### src/rtl/pipe_stage_skid_if.sv
// Handshake, payload and status signals of one elastic pipeline stage.
// The slave side is the stage itself; the master side is the surrounding pipeline.
interface pipe_stage_skid_if #(
    parameter int unsigned DATA_W = 51,
    parameter int unsigned CTRL_W = 5
);
    logic              in_valid;
    logic              in_ready;
    logic [DATA_W-1:0] in_data;
    logic [CTRL_W-1:0] in_ctrl;
    logic              flush;
    logic              out_valid;
    logic              out_ready;
    logic [DATA_W-1:0] out_data;
    logic [CTRL_W-1:0] out_ctrl;
    logic [1:0]        occupancy;

    modport master (
        output in_valid, in_data, in_ctrl, flush, out_ready,
        input  in_ready, out_valid, out_data, out_ctrl, occupancy
    );

    modport slave (
        input  in_valid, in_data, in_ctrl, flush, out_ready,
        output in_ready, out_valid, out_data, out_ctrl, occupancy
    );
endinterface

### src/rtl/pipe_stage_skid.sv
// Elastic pipeline-stage register with flush-to-bubble and an optional
// two-entry skid buffer that keeps in_ready free of any out_ready path.
module pipe_stage_skid #(
    parameter int unsigned       DATA_W      = 51,
    parameter int unsigned       CTRL_W      = 5,
    parameter logic [CTRL_W-1:0] CTRL_BUBBLE = 5'b10000,
    parameter bit                SKID        = 1'b1
) (
    input logic              clk,
    input logic              rst,
    pipe_stage_skid_if.slave bus
);

    typedef enum logic [1:0] {
        EMPTY = 2'd0,
        ONE   = 2'd1,
        FULL  = 2'd2
    } stateE;

    typedef enum logic [1:0] {
        MAIN_HOLD,
        MAIN_FROM_IN,
        MAIN_FROM_SKID,
        MAIN_BUBBLE
    } mainSelE;

    stateE             state, nextState;
    mainSelE           mainSel;
    logic              loadSkid;
    logic              bubbleSkid;
    logic              inReadyQ;
    logic [DATA_W-1:0] mainData, skidData;
    logic [CTRL_W-1:0] mainCtrl, skidCtrl;
    logic              outValid;
    logic              accept;
    logic              drain;

    assign outValid = (state != EMPTY);
    assign accept   = bus.in_valid & bus.in_ready;
    assign drain    = outValid & bus.out_ready;

    // NOTE: every output of this block gets a default before the case, so no path leaves one unassigned and no latch is inferred.
    always_comb begin
        nextState  = state;
        mainSel    = MAIN_HOLD;
        loadSkid   = 1'b0;
        bubbleSkid = 1'b0;
        if (bus.flush) begin
            nextState  = EMPTY;
            mainSel    = MAIN_BUBBLE;
            bubbleSkid = 1'b1;
        end else begin
            unique case (state)
                EMPTY: begin
                    if (accept) begin
                        nextState = ONE;
                        mainSel   = MAIN_FROM_IN;
                    end
                end
                ONE: begin
                    if (accept && drain) begin
                        mainSel = MAIN_FROM_IN;
                    end else if (accept) begin
                        // Only reachable with the skid buffer; without it in_ready implies drain.
                        nextState = FULL;
                        loadSkid  = 1'b1;
                    end else if (drain) begin
                        nextState = EMPTY;
                        mainSel   = MAIN_BUBBLE;
                    end
                end
                FULL: begin
                    if (drain) begin
                        nextState = ONE;
                        mainSel   = MAIN_FROM_SKID;
                    end
                end
                default: begin
                    nextState = EMPTY;
                    mainSel   = MAIN_BUBBLE;
                end
            endcase
        end
    end

    // NOTE: state registers use non-blocking assignments so every flop samples pre-edge values regardless of statement order.
    always_ff @(posedge clk or negedge rst) begin
        if (!rst) begin
            state    <= EMPTY;
            inReadyQ <= 1'b1;
            // NOTE: payload registers are reset too, because out_data=0 and out_ctrl=bubble are visible right after reset.
            mainData <= '0;
            mainCtrl <= CTRL_BUBBLE;
            skidData <= '0;
            skidCtrl <= CTRL_BUBBLE;
        end else begin
            state    <= nextState;
            inReadyQ <= (nextState != FULL);

            unique case (mainSel)
                MAIN_FROM_IN: begin
                    mainData <= bus.in_data;
                    mainCtrl <= bus.in_ctrl;
                end
                MAIN_FROM_SKID: begin
                    mainData <= skidData;
                    mainCtrl <= skidCtrl;
                end
                MAIN_BUBBLE: mainCtrl <= CTRL_BUBBLE;
                default: ;
            endcase

            if (bubbleSkid) begin
                skidCtrl <= CTRL_BUBBLE;
            end else if (loadSkid) begin
                skidData <= bus.in_data;
                skidCtrl <= bus.in_ctrl;
            end
        end
    end

    // Registered ready breaks the out_ready -> in_ready path; the single-entry form trades that for less storage.
    generate
        if (SKID) begin : g_skid
            assign bus.in_ready = inReadyQ;
        end else begin : g_noskid
            assign bus.in_ready = ~outValid | bus.out_ready;
        end
    endgenerate

    assign bus.out_valid = outValid;
    assign bus.out_data  = mainData;
    assign bus.out_ctrl  = mainCtrl;
    assign bus.occupancy = {SKID & state[1], state[0]};

endmodule

### src/flat_wrapper.sv
// flat-port wrapper written by rule: the top's interface ports become plain ports
module pipe_stage_skid_flat 
#(
    parameter int unsigned       DATA_W      = 51,
    parameter int unsigned       CTRL_W      = 5,
    parameter logic [CTRL_W-1:0] CTRL_BUBBLE = 5'b10000,
    parameter bit                SKID        = 1'b1
)
  (clk, rst, bus_in_valid, bus_in_data, bus_in_ctrl, bus_flush, bus_out_ready, bus_in_ready, bus_out_valid, bus_out_data, bus_out_ctrl, bus_occupancy);
  pipe_stage_skid_if #(.DATA_W(DATA_W), .CTRL_W(CTRL_W)) bus_i ();
  input logic clk;
  input logic rst;
  input wire logic [$bits(bus_i.in_valid)-1:0] bus_in_valid;
  input wire logic [$bits(bus_i.in_data)-1:0] bus_in_data;
  input wire logic [$bits(bus_i.in_ctrl)-1:0] bus_in_ctrl;
  input wire logic [$bits(bus_i.flush)-1:0] bus_flush;
  input wire logic [$bits(bus_i.out_ready)-1:0] bus_out_ready;
  output wire logic [$bits(bus_i.in_ready)-1:0] bus_in_ready;
  output wire logic [$bits(bus_i.out_valid)-1:0] bus_out_valid;
  output wire logic [$bits(bus_i.out_data)-1:0] bus_out_data;
  output wire logic [$bits(bus_i.out_ctrl)-1:0] bus_out_ctrl;
  output wire logic [$bits(bus_i.occupancy)-1:0] bus_occupancy;
  assign bus_i.in_valid = bus_in_valid;
  assign bus_i.in_data = bus_in_data;
  assign bus_i.in_ctrl = bus_in_ctrl;
  assign bus_i.flush = bus_flush;
  assign bus_i.out_ready = bus_out_ready;
  assign bus_in_ready = bus_i.in_ready;
  assign bus_out_valid = bus_i.out_valid;
  assign bus_out_data = bus_i.out_data;
  assign bus_out_ctrl = bus_i.out_ctrl;
  assign bus_occupancy = bus_i.occupancy;
  pipe_stage_skid #(.DATA_W(DATA_W), .CTRL_W(CTRL_W), .CTRL_BUBBLE(CTRL_BUBBLE), .SKID(SKID)) u_core (.clk(clk), .rst(rst), .bus(bus_i));
endmodule
### config.mk
export PLATFORM = sky130hd
export DESIGN_NAME = pipe_stage_skid_flat
export DESIGN_NICKNAME = d
export VERILOG_FILES = /design/src/rtl/pipe_stage_skid_if.sv /design/src/rtl/pipe_stage_skid.sv /design/src/flat_wrapper.sv
export SDC_FILE = /design/constraint.sdc
export NUM_CORES = 1
export LEC_CHECK = 0
export CORE_MARGIN = 2
export CORE_UTILIZATION = 25
export CTS_CLUSTER_DIAMETER = 50
export DETAILED_ROUTE_END_ITERATION = 8
export REMOVE_ABC_BUFFERS = 1
export SLEW_MARGIN = 10
export SYNTH_ARGS = -nofsm -noshare
export SYNTH_HDL_FRONTEND = slang
export SYNTH_SLANG_ARGS = --single-unit
### constraint.sdc
create_clock -name clk -period 4.4 [get_ports clk]
set_input_delay 0.44 -clock clk [delete_from_list [all_inputs] [get_ports clk]]
set_output_delay 0.44 -clock clk [all_outputs]
set_load 0.1 [all_outputs]
==> run_results.csv <==
group,metric,value,unit
sta,setup_ws,1620,ps
clock_tree,cts_resized,0,
global_routing,track_usage,11.4,%
critical_path,critPathArrivalTime,3010,ps
sta,worstMarginPinSlew,1010,ps
pwr,pwr-share-seq,31.5,%
final_layout,drive_gt1_share,13.6,%
pwr,p_leak,2.87,nW
clock_tree,cts_setup_buffers,0,
die,coreArea,0.0193,mm2
synth,ys_seq_elements,115,
critical_path,crit_required,4630,ps
global_routing,overflow,0,
die,fp.dieH,144,um
synth,avgSynthCellArea,12.4,um2
pwr,internal_power,2.85,mW
pwr,p_sw,1.76,mW
global_routing,antenna_found_initial,0,
die,start_util,25.3,%
clock_tree,clk_latency,400,ps
worst_hold_path,hold_path.class,"reg2reg",
sta,setup_viol,0,
clock_tree,h-tree-depth,4,
pwr,power_switching_share,38.1,%
synth,synth_edf_count,0,
detailed_routing,num_vias,3426,
critical_path,crit_fanout,36,
job,maxCapViolations,0,
clock_tree,clk_pin_slew,50,ps
critical_path,startpoint_type,"primary input",
synth,synthArstFlopShare,100,%
synth,synth_cell_types,31,
sta,hold_viol,0,
pwr,ir_worst_vdd,0.000268,V
sta,period_needed,2780,ps
clock_tree,clock_path_buffers,2,
pwr,pwr-share-comb,34.1,%
synth,yosysWarnings,0,
place,place.gp.congestion,0.795,
place,dp_hpwl,7260,um
final_layout,syn2layout_area_growth,44.5,%
sta,slew_viol_final,0,
global_routing,grt_pass1_vias,3670,
sta,skew,6.66,ps
die,dieArea,0.0207,mm2
synth,synthFlopType,"dfrtp_1",
clock_tree,cts_tree,"yes",
critical_path,cp-end-kind,"flip-flop",
clock_tree,cts_inserted_buffers,17,
final_layout,mostFrequentLayoutCells,"clkdlybuf4s50_1 (119), dfrtp_1 (112), a21oi_1 (56), nor2_1 (52), mux2i_1 (51)",
sta,max_freq,360,MHz
final_layout,nets,579,
sta,period_share,63.1,%
final_layout,n_antenna_cell,0,
detailed_routing,vias_per_cell,4.32,
clock_tree,clockRootBuffer,"clkbuf_16",
critical_path,critical_path_class,"in2reg",
sta,rsz0062_at_grt,"false",
die,placementRows,51,
detailed_routing,wl,11100,um
detailed_routing,ant_nets,0,
detailed_routing,drt-initial-drc-count,86,
place,io_buffers,120,
run_status,outcome,"finished, final reports clean",
synth,syn_inst,395,
synth,syn_area,0.00489,mm2
global_routing,grt_max_degree,103,
sta,maxSlewHeadroom,32.3,%
pwr,clockPowerShare,34.4,%
die,die_w,144,um
die,ioPinCount,121,
sta,fin_tns_setup,0,ps
detailed_routing,drc,0,
final_layout,final_common_cell,"clkdlybuf4s50_1",
place,pre_cts_ws,1190,ps
detailed_routing,drt-wirelength-per-cell,14.0,um
global_routing,grt_pass1_wl,18100,um
clock_tree,cts.sinks,115,
pwr,p_per_area,653,mW/mm2
synth,seq_area_frac_synth,58.9,%
detailed_routing,dr.pass1.iters,6,
-- power groups by stage --
stage / sequential, mW / clock, mW / combinational (mW)
CTS: 1.46 / 1.64 / 1.59
floorplan: 2.30 / 0 / 0.319
detailed placement: 1.47 / 0 / 1.58
global placement: 1.46 / 0 / 1.56
finish: 1.45 / 1.59 / 1.57
global route: 1.49 / 1.69 / 1.65
-- registers in the layout, indices dropped and copies added (netlist names) --
| signal | flops |
|---|---|
| u_core.bus.occupancy | 2 |
| u_core.bus.out_data | 51 |
| u_core.skidData | 51 |
| u_core.bus.out_ctrl | 5 |
| u_core.skidCtrl | 5 |
| u_core.bus.in_ready | 1 |
-- final cells by class --
type | instances | area (um2)
fill | 1902 | 12300
clock inverter | 9 | 199
sequential | 115 | 2880
inverter | 2 | 7.51
clock buffer | 23 | 478
tap | 265 | 332
multi-input combinational | 253 | 1890
timing repair buffer | 126 | 1280
-- path summary, 6_finish.rpt --
kind	cells after the start	endpoint	slack [ps]	start
setup / recovery	8	u_core.bus.out_data[46]$_DFFE_PN0P_	1620	bus_out_ready
hold / removal	2	u_core.skidCtrl[4]$_DFFE_PN1P_	460	u_core.skidCtrl[4]$_DFFE_PN1P_
setup reg to reg	7	u_core.bus.out_data[46]$_DFFE_PN0P_	1670	u_core.bus.occupancy[0]$_DFF_PN0_
hold reg to reg	2	u_core.skidCtrl[4]$_DFFE_PN1P_	460	u_core.skidCtrl[4]$_DFFE_PN1P_
max in group asynchronous	4	u_core.skidCtrl[4]$_DFFE_PN1P_	2760	rst
min in group asynchronous	2	u_core.skidData[25]$_DFFE_PN0P_	520	rst
-- logic make-up (layout without fill, tap and decap cells) --
logic type	after synthesis	count (layout)	share of synthesized area, %
compound gates	72	72	7.93
fa+ha+maj	3	3	0.767
buf+inv	27	160	2.94
flops	115	115	58.9
mux	102	102	22.2
simple gates	76	76	7.29
-- through the flow --
step	total power, mW	util [%]	std cells	hold slack, ps	cell area, um2
floorplan	2.62	-	370	144	4760
global placement	3.02	32.9	759	452	6350
detailed placement	3.05	32.9	759	453	6350
CTS	4.68	36.4	791	286	7030
global route	4.82	36.6	793	477	7070
finish	4.61	36.6	793	461	7070
-- synthesized netlist by cell type (5+ instances only) --
library cell | number | share of area (%)
mux2i_1 | 51 | 10
nor2_1 | 52 | 4.0
mux2_2 | 27 | 6.2
mux2_1 | 24 | 5.5
nor3b_1 | 5 | 0.77
clkbuf_1 | 11 | 0.84
o21ai_0 | 8 | 0.82
a21oi_1 | 56 | 5.7
dfrtp_1 | 112 | 57
nand2_1 | 7 | 0.54
-- critical path, cell delays in order --
cell and delay, ps:
clkdlybuf4s50_1 500, or3b_4 440, o21ai_0 110, nor2b_1 310, ha_4 510, buf_12 300, mux2i_1 230, a21oi_1 80
-- layer usage --
metal | track usage, % | routed length [um]
met1 | 13.5 | 4880
met2 | 18.7 | 5370
met3 | 4.53 | 691
met4 | 4.02 | 152
met5 | 0 | 0
-- repair_timing --
item,in CTS,in global routing
hold buffers,0,1
endpoints found under the setup margin,0,0
hold endpoints to repair,0,13
Note: power is estimated with default switching activity, not from simulation.
